===== src/rtl/moments_pkg.sv =====
// Shared types and elaboration-time helpers for the image-moment engine.
// Latency: n/a (package only).
// Backpressure: n/a (package only).
//
// Contents: FSM state enum, ceil-log2 helper, coordinate-width helper and
// default configuration constants used as parameter defaults by the top.
package moments_pkg;

    typedef enum logic [1:0] {
        IDLE  = 2'd0,
        ACC   = 2'd1,
        FLUSH = 2'd2,
        DONE  = 2'd3
    } state_t;

    // Ceiling log2; clog2(1) == 0.
    function automatic int clog2(input int n);
        int r;
        int v;
        r = 0;
        v = n - 1;
        while (v > 0) begin
            r = r + 1;
            v = v >> 1;
        end
        return r;
    endfunction

    // Bits needed to hold a counter running 0..n-1 (never narrower than 1).
    function automatic int width_of(input int n);
        return (n <= 1) ? 1 : clog2(n);
    endfunction

    localparam int DEF_PPW   = 8;
    localparam int DEF_WPR   = 80;
    localparam int DEF_ROWS  = 480;
    localparam int DEF_ACC_W = 32;

endpackage


===== src/rtl/moments_popcnt_tree.sv =====
// Pipelined popcount and set-bit index sum of one PPW-bit beat, with coordinate sideband.
// Latency: TL = log2(PPW) cycles from in_* to out_*.
// Backpressure: none; a beat enters every cycle in_vld is high, clr empties the pipe.
//
// Ports: clk/nrst (async active-low) / clr (sync clear of every stage);
//        in_vld, in_dat[PPW], in_xw, in_y -> out_vld, out_pc, out_idx, out_xw, out_y.
// Build option CALC_MOMENTS_M1_EN: when undefined the index-sum tree and the
// coordinate sideband are not built and out_idx/out_xw/out_y read 0.
module moments_popcnt_tree
    import moments_pkg::*;
#(
    parameter int PPW  = 8,
    parameter int PCW  = 4,
    parameter int IDXW = 6,
    parameter int XW   = 7,
    parameter int YW   = 9
) (
    input  logic            clk,
    input  logic            nrst,
    input  logic            clr,
    input  logic            in_vld,
    input  logic [PPW-1:0]  in_dat,
    input  logic [XW-1:0]   in_xw,
    input  logic [YW-1:0]   in_y,
    output logic            out_vld,
    output logic [PCW-1:0]  out_pc,
    output logic [IDXW-1:0] out_idx,
    output logic [XW-1:0]   out_xw,
    output logic [YW-1:0]   out_y
);

    localparam int TL = clog2(PPW);

    // Heap-ordered binary tree: node n has children 2n and 2n+1, nodes
    // PPW..2*PPW-1 are the (unregistered) leaves, 1..PPW-1 are registered.
    // Every internal node is one flop stage above its children, so the root
    // (node 1) is exactly TL registers deep.
    logic [PCW-1:0] pc_q    [1:PPW-1];
    logic [PCW-1:0] pc_d    [1:PPW-1];
    logic [PCW-1:0] pc_tree [2:2*PPW-1];

    logic           sb_vld_q [TL];
    logic           sb_vld_d [TL];

    always_comb begin
        for (int i = 0; i < PPW; i++) begin
            pc_tree[PPW+i] = {{(PCW-1){1'b0}}, in_dat[i]};
        end
        for (int n = 2; n < PPW; n++) begin
            pc_tree[n] = pc_q[n];
        end
        for (int n = 1; n < PPW; n++) begin
            pc_d[n] = clr ? '0 : (pc_tree[2*n] + pc_tree[2*n+1]);
        end
        sb_vld_d[0] = clr ? 1'b0 : in_vld;
        for (int k = 1; k < TL; k++) begin
            sb_vld_d[k] = clr ? 1'b0 : sb_vld_q[k-1];
        end
    end

    always_ff @(posedge clk or negedge nrst) begin
        if (!nrst) begin
            for (int n = 1; n < PPW; n++) begin
                pc_q[n] <= '0;
            end
            for (int k = 0; k < TL; k++) begin
                sb_vld_q[k] <= 1'b0;
            end
        end else begin
            pc_q     <= pc_d;
            sb_vld_q <= sb_vld_d;
        end
    end

    assign out_vld = sb_vld_q[TL-1];
    assign out_pc  = pc_q[1];

`ifdef CALC_MOMENTS_M1_EN
    // Same tree shape, leaves carry the pixel index of each set bit.
    logic [IDXW-1:0] idx_q    [1:PPW-1];
    logic [IDXW-1:0] idx_d    [1:PPW-1];
    logic [IDXW-1:0] idx_tree [2:2*PPW-1];
    logic [XW-1:0]   sb_xw_q  [TL];
    logic [XW-1:0]   sb_xw_d  [TL];
    logic [YW-1:0]   sb_y_q   [TL];
    logic [YW-1:0]   sb_y_d   [TL];

    always_comb begin
        for (int i = 0; i < PPW; i++) begin
            idx_tree[PPW+i] = in_dat[i] ? IDXW'(i) : '0;
        end
        for (int n = 2; n < PPW; n++) begin
            idx_tree[n] = idx_q[n];
        end
        for (int n = 1; n < PPW; n++) begin
            idx_d[n] = clr ? '0 : (idx_tree[2*n] + idx_tree[2*n+1]);
        end
        sb_xw_d[0] = clr ? '0 : in_xw;
        sb_y_d[0]  = clr ? '0 : in_y;
        for (int k = 1; k < TL; k++) begin
            sb_xw_d[k] = clr ? '0 : sb_xw_q[k-1];
            sb_y_d[k]  = clr ? '0 : sb_y_q[k-1];
        end
    end

    always_ff @(posedge clk or negedge nrst) begin
        if (!nrst) begin
            for (int n = 1; n < PPW; n++) begin
                idx_q[n] <= '0;
            end
            for (int k = 0; k < TL; k++) begin
                sb_xw_q[k] <= '0;
                sb_y_q[k]  <= '0;
            end
        end else begin
            idx_q   <= idx_d;
            sb_xw_q <= sb_xw_d;
            sb_y_q  <= sb_y_d;
        end
    end

    assign out_idx = idx_q[1];
    assign out_xw  = sb_xw_q[TL-1];
    assign out_y   = sb_y_q[TL-1];
`else
    logic unused_sb;
    assign unused_sb = ^{in_xw, in_y};
    assign out_idx   = '0;
    assign out_xw    = '0;
    assign out_y     = '0;
`endif

endmodule


===== src/rtl/calc_moments_pipe.sv =====
// Streaming binary-image moment engine: m00 (set-pixel count), optional m10/m01 (sum x / sum y).
// Latency: rd_done at cycle T -> m_done pulse with fresh results at cycle T+TL+2 (TL = log2(PPW)).
// Backpressure: none; beats are taken whenever din_vld is high in IDLE/ACC, dropped in FLUSH/DONE.
//
// Ports: clk, nrst (async active-low), clr (sync abort/clear);
//        din_vld/din[PPW] pixel beats, rd_done end-of-frame pulse;
//        m00/m10/m01[ACC_W] held results, m_done result strobe, busy (ACC or FLUSH).
// Build option CALC_MOMENTS_M1_EN: builds the m10/m01 datapath; otherwise those ports read 0.
module calc_moments_pipe
    import moments_pkg::*;
#(
    parameter int PPW   = DEF_PPW,
    parameter int WPR   = DEF_WPR,
    parameter int ROWS  = DEF_ROWS,
    parameter int ACC_W = DEF_ACC_W
) (
    input  logic             clk,
    input  logic             nrst,
    input  logic             clr,
    input  logic             din_vld,
    input  logic [PPW-1:0]   din,
    input  logic             rd_done,
    output logic [ACC_W-1:0] m00,
    output logic [ACC_W-1:0] m10,
    output logic [ACC_W-1:0] m01,
    output logic             m_done,
    output logic             busy
);

    localparam int TL   = clog2(PPW);
    localparam int PCW  = TL + 1;
    localparam int IDXW = 2 * TL;
    localparam int XW   = width_of(WPR);
    localparam int YW   = width_of(ROWS);
    localparam int FCW  = width_of(TL + 1);

    state_t           state_q, state_d;
    logic [FCW-1:0]   flush_cnt_q, flush_cnt_d;
    logic             m_done_q, m_done_d;
    logic [XW-1:0]    xw_q, xw_d;
    logic [YW-1:0]    y_q, y_d;
    logic [ACC_W-1:0] m00_acc_q, m00_acc_d, m00_out_q, m00_out_d, m00_sum;
    logic             beat_acc;

    logic             t_vld;
    logic [PCW-1:0]   t_pc;
    logic [IDXW-1:0]  t_idx;
    logic [XW-1:0]    t_xw;
    logic [YW-1:0]    t_y;

    moments_popcnt_tree #(
        .PPW  (PPW),
        .PCW  (PCW),
        .IDXW (IDXW),
        .XW   (XW),
        .YW   (YW)
    ) u_tree (
        .clk     (clk),
        .nrst    (nrst),
        .clr     (clr),
        .in_vld  (beat_acc),
        .in_dat  (din),
        .in_xw   (xw_q),
        .in_y    (y_q),
        .out_vld (t_vld),
        .out_pc  (t_pc),
        .out_idx (t_idx),
        .out_xw  (t_xw),
        .out_y   (t_y)
    );

`ifdef CALC_MOMENTS_M1_EN
    logic [ACC_W-1:0] m10_acc_q, m10_acc_d, m10_out_q, m10_out_d, m10_sum;
    logic [ACC_W-1:0] m01_acc_q, m01_acc_d, m01_out_q, m01_out_d, m01_sum;
`else
    logic unused_m1;
    assign unused_m1 = ^{t_idx, t_xw, t_y};
`endif

    always_comb begin
        beat_acc = din_vld && ((state_q == IDLE) || (state_q == ACC));

        m00_sum = m00_acc_q + (t_vld ? ACC_W'(t_pc) : '0);
`ifdef CALC_MOMENTS_M1_EN
        // x of bit i is xw*PPW + i, so a beat contributes pc*xw*PPW + sum(i).
        m10_sum = m10_acc_q + (t_vld ? (ACC_W'(t_pc) * (ACC_W'(t_xw) << TL) + ACC_W'(t_idx)) : '0);
        m01_sum = m01_acc_q + (t_vld ? (ACC_W'(t_pc) * ACC_W'(t_y)) : '0);
        m10_acc_d = m10_sum;
        m01_acc_d = m01_sum;
        m10_out_d = m10_out_q;
        m01_out_d = m01_out_q;
`endif
        state_d     = state_q;
        flush_cnt_d = flush_cnt_q;
        m_done_d    = 1'b0;
        m00_acc_d   = m00_sum;
        m00_out_d   = m00_out_q;
        xw_d        = xw_q;
        y_d         = y_q;

        // Coordinates of the accepted beat; rows past ROWS-1 wrap silently.
        if (beat_acc) begin
            if (xw_q == XW'(WPR - 1)) begin
                xw_d = '0;
                y_d  = (y_q == YW'(ROWS - 1)) ? '0 : (y_q + 1'b1);
            end else begin
                xw_d = xw_q + 1'b1;
            end
        end

        case (state_q)
            IDLE: begin
                if (rd_done) begin
                    state_d     = FLUSH;
                    flush_cnt_d = '0;
                end else if (beat_acc) begin
                    state_d = ACC;
                end
            end
            ACC: begin
                if (rd_done) begin
                    state_d     = FLUSH;
                    flush_cnt_d = '0;
                end
            end
            FLUSH: begin
                // TL+1 cycles drains the tree and the accumulate stage; results
                // are latched on the edge into DONE so they appear with m_done.
                if (flush_cnt_q == FCW'(TL)) begin
                    state_d   = DONE;
                    m_done_d  = 1'b1;
                    m00_out_d = m00_sum;
                    m00_acc_d = '0;
                    xw_d      = '0;
                    y_d       = '0;
`ifdef CALC_MOMENTS_M1_EN
                    m10_out_d = m10_sum;
                    m01_out_d = m01_sum;
                    m10_acc_d = '0;
                    m01_acc_d = '0;
`endif
                end else begin
                    flush_cnt_d = flush_cnt_q + 1'b1;
                end
            end
            DONE: begin
                state_d = IDLE;
            end
            default: begin
                state_d = IDLE;
            end
        endcase

        if (clr) begin
            state_d     = IDLE;
            flush_cnt_d = '0;
            m_done_d    = 1'b0;
            m00_acc_d   = '0;
            m00_out_d   = '0;
            xw_d        = '0;
            y_d         = '0;
`ifdef CALC_MOMENTS_M1_EN
            m10_acc_d = '0;
            m01_acc_d = '0;
            m10_out_d = '0;
            m01_out_d = '0;
`endif
        end
    end

    always_ff @(posedge clk or negedge nrst) begin
        if (!nrst) begin
            state_q     <= IDLE;
            flush_cnt_q <= '0;
            m_done_q    <= 1'b0;
            m00_acc_q   <= '0;
            m00_out_q   <= '0;
            xw_q        <= '0;
            y_q         <= '0;
`ifdef CALC_MOMENTS_M1_EN
            m10_acc_q <= '0;
            m01_acc_q <= '0;
            m10_out_q <= '0;
            m01_out_q <= '0;
`endif
        end else begin
            state_q     <= state_d;
            flush_cnt_q <= flush_cnt_d;
            m_done_q    <= m_done_d;
            m00_acc_q   <= m00_acc_d;
            m00_out_q   <= m00_out_d;
            xw_q        <= xw_d;
            y_q         <= y_d;
`ifdef CALC_MOMENTS_M1_EN
            m10_acc_q <= m10_acc_d;
            m01_acc_q <= m01_acc_d;
            m10_out_q <= m10_out_d;
            m01_out_q <= m01_out_d;
`endif
        end
    end

    assign m00    = m00_out_q;
    assign m_done = m_done_q;
    assign busy   = (state_q == ACC) || (state_q == FLUSH);
`ifdef CALC_MOMENTS_M1_EN
    assign m10 = m10_out_q;
    assign m01 = m01_out_q;
`else
    assign m10 = '0;
    assign m01 = '0;
`endif

endmodule


===== config.mk =====
export PLATFORM = sky130hd
export DESIGN_NAME = calc_moments_pipe
export DESIGN_NICKNAME = d
export VERILOG_FILES = /design/src/rtl/moments_pkg.sv /design/src/rtl/moments_popcnt_tree.sv /design/src/rtl/calc_moments_pipe.sv
export SDC_FILE = /design/constraint.sdc
export NUM_CORES = 1
export LEC_CHECK = 0
export BUFFER_PORTS_ARGS = -buffer_cell sky130_fd_sc_hd__buf_4
export CORE_ASPECT_RATIO = 1.25
export CORE_UTILIZATION = 58
export CTS_CLUSTER_DIAMETER = 100
export DETAILED_ROUTE_END_ITERATION = 8
export PLACE_DENSITY_LB_ADDON = 0.3
export SETUP_SLACK_MARGIN = 0.2
export SYNTH_ARGS = -nofsm -noshare
export SYNTH_HDL_FRONTEND = slang
export SYNTH_SLANG_ARGS = --single-unit

===== constraint.sdc =====
create_clock -name clk -period 3.5 [get_ports clk]
set_input_delay 0.525 -clock clk [delete_from_list [all_inputs] [get_ports clk]]
set_output_delay 0.525 -clock clk [all_outputs]
set_load 0.01 [all_outputs]

==> flow_summary.ini, run 1 <==
[status]
run_status = finished clean

[setup_path]
cp_max_fo = 13
critical_path.startpoint_type = register
cp.arrival_ns = 2.73
critical_path_class = reg2reg
crit_path_cell_trace = nand2_1 > inv_1 > ha_1 > a211o_1 > a21oi_2 > nor3b_1 > xnor2_1 > a211oi_1
cp_slowest_stage_delay_ns = 0.59
worst-endpoint-required_ns = 3.76
cp_num_buf_inv = 1
critPathSlowestCell = sky130_fd_sc_hd__a21oi_2
critical-path-top-delay-family = compound AO/OA/AOI/OAI gates
critical_path.endpoint_type = register

[global_route]
global_route.overflow_total = 0
grt_max_degree = 62
grt_first_pass_wirelength_um = 13140
first_global_vias = 2865
grt_usage_pct = 20.86
grt_antenna_before_repair = 0

[layout]
finalNetCount = 526
final_layout_size_suffix_gt1_share_pct = 17.74
final_area_um2 = 5074
final_common_cell = sky130_fd_sc_hd__dfrtp_1
area_growth_pct = 8.394
diodes = 0
final_cell_mix = sky130_fd_sc_hd__dfrtp_1, sky130_fd_sc_hd__conb_1, sky130_fd_sc_hd__nor2_1, sky130_fd_sc_hd__buf_4, sky130_fd_sc_hd__nand2_1

[timing]
rsz_0062_raised_after_global_routing = false
worst_slew_margin_rel_pct = 49.12
tmin_final_ns = 2.469
setup_total_negative_slack_ns = 0
timing.final.hold_violations = 0
report.final.setup_viol = 0
fmaxAchievable_mhz = 405.0
final_max_slew_viol_count = 0
tightestPinTransition_ns = 0.7632
timing.final.crit_share_pct = 70.54
fin_worst_skew_ns = 0.01479

[power]
power.density_cell_area_nw_per_um2 = 407.1
totalPowerFinal_uw = 2066
internal_power_uw = 1519
netSwitchingPower_uw = 546.4
seq_power_share_pct = 52.7
cellLeakagePower_uw = 0.002483
p_comb_share_pct = 12.5
swShare_pct = 26.45
ir_worst_vdd_uv = 276.2
p_clk_share_pct = 34.8

[yosys]
synth_async_sr_flop_share_pct = 100.0
yosysSeqAreaShare_pct = 48.12
synth-edff-count = 0
syn-instance-count = 446
synth.yosys.warnings = 0
yosys_most_used_dff = sky130_fd_sc_hd__dfrtp_1
yosys.cell_types.count = 45
post_synth.cell_area_avg_um2 = 10.49
post_synth_instance_area_um2 = 4681
synth_register_bits = 90

[routing]
ant_nets = 0
vias = 2988
routed_wire_length_per_instance_um = 13.53
route.detailed.vias_per_inst = 5.056
finalWirelength_um = 7994
detail_route.drc_violations = 0
drt-initial-drc-count = 121
drt_pass1_iterations = 4

[floorplanning]
floorplan.io_pins = 111
fp.dieH_um = 102.4
area_inside_the_core_boundary_um2 = 7792
std_cell_rows = 36
fp.dieW_um = 82.35
initial_utilization_pct = 60.07
fp.dieArea_um2 = 8436

[clock_network]
worstSkewPairLatency_ns = 0.36
ctsLongestPathBuffers = 2
tritoncts_clock_tree = done
numCtsBuffers = 9
numClockSinks = 90
cts-resized-gates = 0
ctsHoldBuffers = 0
master_cell_of_the_clock_root_buffer = sky130_fd_sc_hd__clkbuf_8
htree_num_levels = 3
cts_setup_buffers = 0
clk_transition_reported_paths_ns = 0.09

[run]
max_cap_viol_count = 0

[place]
detailedPlacementHpwl_um = 5567
globalplace.congestion = 0.7730
number_of_i_o_port_buffers = 46
placedInstanceArea_um2 = 4873

[worst_hold_path]
class_of_the_most_critical_hold_timing_path = in2async
==> final cells by class <==
cell class,instances,area [um2]
Fill cell,630,2719
Sequential cell,90,2252
Multi-Input combinational cell,328,2071
Timing Repair Buffer,52,390.4
Clock buffer,10,137.6
Tap cell,95,118.9
Clock inverter,5,62.56
Inverter,11,41.29
==> logic make-up (layout without fill, tap and decap cells) <==
group	after synthesis	after routing	synth area share, %
and+or+nand+nor	161	161	19.43
muxes	4	4	0.8821
other	1	64	0.08012
buffers and inverters	91	78	12.70
xor gates and xnor gates	31	31	5.801
adders and majority gates	21	21	6.255
AOI/OAI and AO/OA	47	47	6.736
DFF	90	90	48.12
==> worst reg2reg max path, cell delays in order, from the launching register on <==
cell                       delay, ns
sky130_fd_sc_hd__dfrtp_1        0.40
sky130_fd_sc_hd__nand2_1        0.10
sky130_fd_sc_hd__inv_1          0.05
sky130_fd_sc_hd__ha_1           0.29
sky130_fd_sc_hd__a211o_1        0.31
sky130_fd_sc_hd__a21oi_2        0.59
sky130_fd_sc_hd__nor3b_1        0.15
sky130_fd_sc_hd__xnor2_1        0.19
sky130_fd_sc_hd__a211oi_1       0.30
==> power by group through the flow <==
stage	registers (uW)	clock network, uW	logic (uW)
after floorplan	1100	0	237
after global placement	1110	0	248
after detailed placement	1110	0	260
after CTS	1090	724	261
after global routing	1090	773	298
final	1090	719	259
==> synth_stat cells, drive strengths merged, types with 3 or more instances <==
cell | n | share of area, %
nor2b | 20 | 2.7
and2 | 8 | 1.1
dfrtp | 90 | 48
clkbuf | 13 | 1.0
a211oi | 14 | 2.7
xor2 | 7 | 1.3
a21o | 3 | 0.48
a21oi | 6 | 0.72
nand2 | 35 | 2.8
ha | 17 | 4.5
nand4 | 4 | 0.86
and3 | 3 | 0.40
o21ai | 20 | 2.1
xnor2 | 24 | 4.5
nor4 | 8 | 2.6
mux2i | 3 | 0.64
fa | 4 | 1.7
and4 | 4 | 0.86
buf | 67 | 11
inv | 11 | 0.88
nor2 | 58 | 4.7
nor3 | 6 | 0.86
nand3 | 7 | 1.0
==> final timing paths <==
check,start,endpoint,slack [ns],cells after the start
max,u_tree.out_vld$_DFF_PN0_,m00[7]$_DFFE_PN0P_,1.03,8
min,nrst,m00[18]$_DFFE_PN0P_,0.23,1
max reg2reg,u_tree.out_vld$_DFF_PN0_,m00[7]$_DFFE_PN0P_,1.03,8
min reg2reg,u_tree.sb_vld_q[1]$_DFF_PN0_,u_tree.out_vld$_DFF_PN0_,0.47,1
max in group asynchronous,nrst,m00[5]$_DFFE_PN0P_,2.54,2
min in group clk,din_vld,u_tree.sb_vld_q[2]$_DFF_PN0_,0.43,3
==> state kept, by name (all words and copies together), names as in the netlist <==
name,cells
u_tree.pc_q,14
m00,32
u_tree.out_pc,4
m00_acc_q,32
flush_cnt_q,2
m_done,1
u_tree.out_vld,1
state_q,2
u_tree.sb_vld_q,2
==> stage by stage <==
step	setup slack [ns]	hold slack, ns	cells	util [%]
after floorplan	1.303	0.2294	509	-
after global placement	1.126	0.4494	576	62.54
after detailed placement	1.033	0.4527	576	62.54
after CTS	1.003	0.2679	591	65.11
after global routing	0.8366	0.3081	591	65.11
final	1.031	0.2281	591	65.11
==> layer usage <==
layer / vias to the layer above / track usage, % / share of wire (%)
li1: 1436 / - / -
met4: 0 / 8.907 / 2.0
met3: 12 / 3.571 / 3.9
met2: 81 / 34.77 / 51
met1: 1459 / 26.56 / 43
met5: - / 0 / 0
No activity file was read; power rests on OpenSTA's default activity.
==> inputs of run 2 (changes only) <==
Settings changed: CORE_UTILIZATION 58 to 54.
Clock period 3.5 ns to 2.49 ns, I/O delays scaled along.
==> run 2 against run 1 <==
  * Clock skew rose by 0.0017 ns
  * Fmax grew 12%
  * Count of clock-buffer cells in the layout is the same
  * Non-clock buffer count grew 3
  * Combinational power grew 43%
  * Sequential share of layout area is 0.77 points lower
  * Power is 37% higher
  * Setup slack got worse by 0.74 ns
  * Highest routed layer unchanged
==> flow_summary.ini, run 2 (synthesized netlist as in run 1, its figures left out) <==
[status]
run_status = finished clean

[timing]
timing.final.hold_violations = 0
final_max_slew_viol_count = 0
report.final.setup_viol = 0
timing.final.crit_share_pct = 88.15
rsz_0062_raised_after_global_routing = true
fin_worst_skew_ns = 0.01651
fmaxAchievable_mhz = 455.6
tmin_final_ns = 2.195
setup_total_negative_slack_ns = 0
worst_slew_margin_rel_pct = 65.78
tightestPinTransition_ns = 0.5133

[setup_path]
reg2reg_slack_ns = 0.30
critical_path.endpoint_type = register
r2r_path_start = u_tree.out_vld$_DFF_PN0_
cp.arrival_ns = 2.44
critical_path.startpoint_type = register
startpoint = u_tree.out_vld$_DFF_PN0_
critical_path_class = reg2reg
cp_max_fo = 8
worst-endpoint-required_ns = 2.74

[clock_network]
clk_transition_reported_paths_ns = 0.09
master_cell_of_the_clock_root_buffer = sky130_fd_sc_hd__clkbuf_8
worstSkewPairLatency_ns = 0.38
numCtsBuffers = 9
htree_num_levels = 3
tritoncts_clock_tree = done
ctsLongestPathBuffers = 2
numClockSinks = 90

[global_route]
grt_first_pass_wirelength_um = 13610
grt_usage_pct = 19.33
global_route.overflow_total = 0
grt_antenna_before_repair = 0
grt_max_degree = 52
first_global_vias = 3006

[run]
max_cap_viol_count = 0

[layout]
final_area_um2 = 5164
final_cell_mix = sky130_fd_sc_hd__dfrtp_1, sky130_fd_sc_hd__conb_1, sky130_fd_sc_hd__nor2_1, sky130_fd_sc_hd__buf_4, sky130_fd_sc_hd__nand2_1
num-fill-cells = 688
diodes = 0
final_layout_size_suffix_gt1_share_pct = 19.80
area_growth_pct = 10.32
finalNetCount = 529
final_common_cell = sky130_fd_sc_hd__dfrtp_1

[routing]
drt-initial-drc-count = 129
finalWirelength_um = 7949
drt_pass1_iterations = 4
vias = 3021
route.detailed.vias_per_inst = 5.060
detail_route.drc_violations = 0
ant_nets = 0
routed_wire_length_per_instance_um = 13.31

[floorplanning]
fp.dieArea_um2 = 9047
fp.dieH_um = 106.1
area_inside_the_core_boundary_um2 = 8333
floorplan.io_pins = 111
fp.dieW_um = 85.28
std_cell_rows = 37
initial_utilization_pct = 56.17

[power]
ir_worst_vdd_uv = 518.5
power.density_cell_area_nw_per_um2 = 546.6
cellLeakagePower_uw = 0.002534

[worst_hold_path]
hold_path.startpoint = din_vld
class_of_the_most_critical_hold_timing_path = in2reg

[place]
number_of_i_o_port_buffers = 46
globalplace.congestion = 0.8369
detailedPlacementHpwl_um = 5503
placedInstanceArea_um2 = 4908
[run 2: worst paths after layout]
path / depth (start not counted) / end
setup / recovery: 9 / m00[28]$_DFFE_PN0P_
hold / removal: 3 / u_tree.sb_vld_q[2]$_DFF_PN0_
setup reg to reg: 9 / m00[28]$_DFFE_PN0P_
hold reg to reg: 1 / u_tree.out_vld$_DFF_PN0_
max in group asynchronous: 3 / m00[19]$_DFFE_PN0P_
min in group asynchronous: 2 / u_tree.pc_q[1]$_DFF_PN0_
[run 2: routing by layer]
layer  up-vias  share of wire [%]  GRT usage [%]
li1       1447                  -              -
met1      1483                 44          23.89
met2        80                 50          32.78
met3        11                4.5          3.727
met4         0                1.6          8.810
met5         -                  0              0
[run 2: per-stage QoR]
| stage | total power (uW) | worst slack [ns] | util [%] | hold slack, ns | std cells |
|---|---|---|---|---|---|
| 6_report | 2822 | 0.2951 | 61.97 | 0.2665 | 597 |
| 2_1_floorplan | 1884 | 0.2927 | - | 0.07791 | 509 |
| 5_1_grt | 2950 | 0.1624 | 61.97 | 0.2719 | 597 |
| 4_1_cts | 2847 | 0.1858 | 61.25 | 0.2594 | 596 |
| 3_5_place_dp | 1928 | 0.1252 | 58.90 | 0.3899 | 579 |
| 3_3_place_gp | 1908 | 0.1677 | 58.90 | 0.3781 | 579 |
[run 2: final cells by class]
| cell class | count | area (um2) | area share, % |
|---|---|---|---|
| multi-input combinational | 328 | 2127 | 41.19 |
| sequential | 90 | 2252 | 43.62 |
| timing repair buffer | 55 | 444.2 | 8.602 |
| tap | 97 | 121.4 | 2.350 |
| clock buffer | 10 | 137.6 | 2.665 |
| inverter | 11 | 41.29 | 0.7996 |
| clock inverter | 6 | 40.04 | 0.7754 |
[run 2: what timing repair did]
item	in CTS	in global routing
pin swaps	0	8
hold endpoints to repair	34	0
resized for setup	2	10
buffers inserted	0	1
hold buffers	1	0
setup endpoints to repair	11	27
[run 2: power breakdown]
part	leakage [uW]	internal [uW]	total (uW)	switching (uW)
Combinational	0.00120	144	370	225
Clock	0.0000924	390	923	533
Sequential	0.00124	1500	1530	26.0
[run 2: worst max-delay path: stages (launching register included)]
cell                       delay, ns
sky130_fd_sc_hd__dfrtp_1        0.37
sky130_fd_sc_hd__and2_1         0.13
sky130_fd_sc_hd__ha_2           0.18
sky130_fd_sc_hd__inv_1          0.05
sky130_fd_sc_hd__fa_2           0.34
sky130_fd_sc_hd__nand2b_4       0.16
sky130_fd_sc_hd__a21o_4         0.27
sky130_fd_sc_hd__nor4_4         0.29
sky130_fd_sc_hd__xnor2_1        0.17
sky130_fd_sc_hd__o21ai_1        0.09
==> inputs of run 3 (changes only) <==
Settings changed: ABC_AREA set to 1, CORE_UTILIZATION 54 to 55.
==> run 3 against run 2 <==
  * Synthesized cell count is 41% higher
  * Final cell count is 35% higher
  * Routed wire length is 35% higher
  * Critical path depth is 3 higher
  * Critical path type unchanged
  * Highest routed layer unchanged
==> flow_summary.ini, run 3 <==
[run]
max_cap_viol_count = 0

[clock_network]
numCtsBuffers = 9
ctsLongestPathBuffers = 2
numClockSinks = 90
worstSkewPairLatency_ns = 0.37
clk_transition_reported_paths_ns = 0.10
master_cell_of_the_clock_root_buffer = sky130_fd_sc_hd__clkbuf_8
cts_setup_buffers = 0
htree_num_levels = 3
tritoncts_clock_tree = done

[yosys]
synth_top_area_cell = sky130_fd_sc_hd__dfrtp_1
post_synth.cell_area_avg_um2 = 8.084
synth.yosys.warnings = 0
yosys_most_used_dff = sky130_fd_sc_hd__dfrtp_1
synth-edff-count = 0
ys_top_cells_by_count = sky130_fd_sc_hd__nand2_1, sky130_fd_sc_hd__nor2_1, sky130_fd_sc_hd__dfrtp_1
synth_register_bits = 90
yosys.cell_types.count = 38
syn-instance-count = 631
synth_async_sr_flop_share_pct = 100.0
synth_top_cell_area_share_pct = 44.15
synth.most_common_cell = sky130_fd_sc_hd__nand2_1
synthTopCellsByArea = sky130_fd_sc_hd__dfrtp_1, sky130_fd_sc_hd__buf_4, sky130_fd_sc_hd__nand2_1
yosysSeqAreaShare_pct = 44.15
post_synth_instance_area_um2 = 5101

[setup_path]
critical_path.startpoint_type = register
reg2reg_slack_ns = 0.38
r2r_path_start = u_tree.out_vld$_DFF_PN0_
critical-path-top-delay-family = simple AND/OR/NAND/NOR gates
critical_path.most_common_cell = sky130_fd_sc_hd__inv_1
cp.arrival_ns = 2.36
cp_num_buf_inv = 3
startpoint = u_tree.out_vld$_DFF_PN0_
timing.critical_path.to = m00[16]$_DFFE_PN0P_
critical_path_class = reg2reg
path_depth = 12
critical_path.endpoint_type = register
crit_path_cell_trace = nand2_1 > inv_1 > ha_1 > inv_1 > fa_1 > inv_1 > nand3_1 > nand3_2 > nand2_2 > nor2_1 > xnor2_1 > o21ai_1
cp_slowest_stage_delay_ns = 0.40
r2r-end = m00[16]$_DFFE_PN0P_
worst-endpoint-required_ns = 2.74
cp_max_fo = 6
reg2regPathDepth = 12
critPathSlowestCell = sky130_fd_sc_hd__dfrtp_1

[routing]
drt_pass1_iterations = 5
detail_route.drc_violations = 0
ant_nets = 0
vias = 3942
drt-initial-drc-count = 160
finalWirelength_um = 10700
route.detailed.vias_per_inst = 4.909
routed_wire_length_per_instance_um = 13.33

[timing]
timing.final.hold_violations = 0
tmin_final_ns = 2.110
setup_total_negative_slack_ns = 0
rsz_0062_raised_after_global_routing = false
fin_worst_skew_ns = 0.01124
whs_ns = 0.2556
report.final.setup_viol = 0
final_max_slew_viol_count = 0
timing.final.crit_share_pct = 84.72
fmaxAchievable_mhz = 474.0

[floorplanning]
initial_utilization_pct = 57.68
floorplan.io_pins = 111
fp.dieW_um = 88.14
area_inside_the_core_boundary_um2 = 8843
fp.dieArea_um2 = 9667
fp.dieH_um = 109.7
std_cell_rows = 38

[power]
cellLeakagePower_uw = 0.002948
power.density_cell_area_nw_per_um2 = 514.6
ir_worst_vdd_uv = 428.6

[global_route]
first_global_vias = 3709
grt_first_pass_wirelength_um = 17240
grt-busiest-layer = met2
gr-usage-met3_pct = 4.354
grt_antenna_before_repair = 0
groute.layer.met1.usage_pct = 29.77
grt_usage_pct = 23.85
grt_max_degree = 58
global_route.overflow_total = 0
grt.met2_usage_pct = 40.53

[place]
detailedPlacementHpwl_um = 7880
placedInstanceArea_um2 = 5316
number_of_i_o_port_buffers = 46
placed_cells = 786
globalplace.congestion = 0.9425

[layout]
diodes = 0
area_growth_pct = 8.315
final_area_um2 = 5525
layoutNonFillerInstCount = 803
layout.core_utilization_pct = 62.48
final_cell_mix = sky130_fd_sc_hd__nand2_1, sky130_fd_sc_hd__nor2_1, sky130_fd_sc_hd__dfrtp_1, sky130_fd_sc_hd__inv_1, sky130_fd_sc_hd__conb_1
final_common_cell = sky130_fd_sc_hd__nand2_1
final_layout_size_suffix_gt1_share_pct = 15.52
finalNetCount = 712

[worst_hold_path]
class_of_the_most_critical_hold_timing_path = in2reg
hold_path_depth = 3

[status]
run_status = finished clean
## run 3: cell types whose count changed in the layout (fill, tap and decap cells not counted), sizes merged, moves of 7 or more
cell,previous run,this run
nand2,35,147
inv,12,75
nor2,58,101
nand3,7,48
xnor2,24,3
nor2b,20,0
nand4,4,19
a211oi,14,0
nor4,8,0
and2,8,1
o21ai,20,27
## run 3: how the worst min path moves through the flow
| stage | start | to |
|---|---|---|
| detailed placement | nrst | m00[18]$_DFFE_PN0P_ |
| global placement | nrst | m00[18]$_DFFE_PN0P_ |
| CTS | din_vld | u_tree.sb_vld_q[2]$_DFF_PN0_ |
| floorplan | nrst | flush_cnt_q[0]$_DFFE_PN0P_ |
| global route | din_vld | u_tree.sb_vld_q[2]$_DFF_PN0_ |
| finish | din_vld | u_tree.sb_vld_q[2]$_DFF_PN0_ |
## run 3: where the power goes
group	switching [uW]	internal (uW)	total [uW]	leakage, uW
registers	22.9	1500	1530	0.00124
logic	227	102	330	0.00161
clock network	594	394	988	0.0000966
## run 3: kinds of logic after synthesis
kind of cell / after synthesis / share of synthesized area, %
other: 1 / 0.07351
flip-flops: 90 / 44.15
buffers and inverters: 149 / 16.26
XOR/XNOR: 6 / 1.030
AO/OA/AOI/OAI: 40 / 4.366
adder cells (fa/ha/maj): 21 / 5.739
AND/OR/NAND/NOR: 324 / 28.38
## run 3: worst register-to-register path: cells and delay by family, from the launching register on
family / cells / cell delay, ns
adder cells (fa/ha/maj): 2 / 0.54
flip-flops: 1 / 0.40
AND/OR/NAND/NOR: 5 / 0.56
buffers and inverters: 3 / 0.22
AO/OA/AOI/OAI: 1 / 0.10
XOR/XNOR: 1 / 0.18
## run 3: what timing repair did
action,CTS,global route
resized for setup,0,3
setup endpoints to repair,0,4
hold endpoints to repair,33,0
hold buffers,1,0
## run 3: per-layer routing
layer | routed length, um | up-vias
met2 | 5536 | 83
li1 | - | 1945
met5 | 0 | -
met3 | 355 | 20
met4 | 244 | 0
met1 | 4568 | 1894
## run 3: cell type report
cell class              instances  area, um2
fillers                       836       3318
clock buffers                   9      123.9
inverters                      70      262.8
clock inverters                 7      67.56
repair buffers                 52      405.4
flip-flops and latches         90       2252
multi-input cells             455       2263
well taps                     120      150.1
## run 3: through the flow
step	setup slack (ns)	power [uW]
CTS	0.3832	2864
global placement	0.5008	1866
floorplan	0.6161	1845
finish	0.3804	2843
detailed placement	0.4019	1885
global route	0.1975	2968
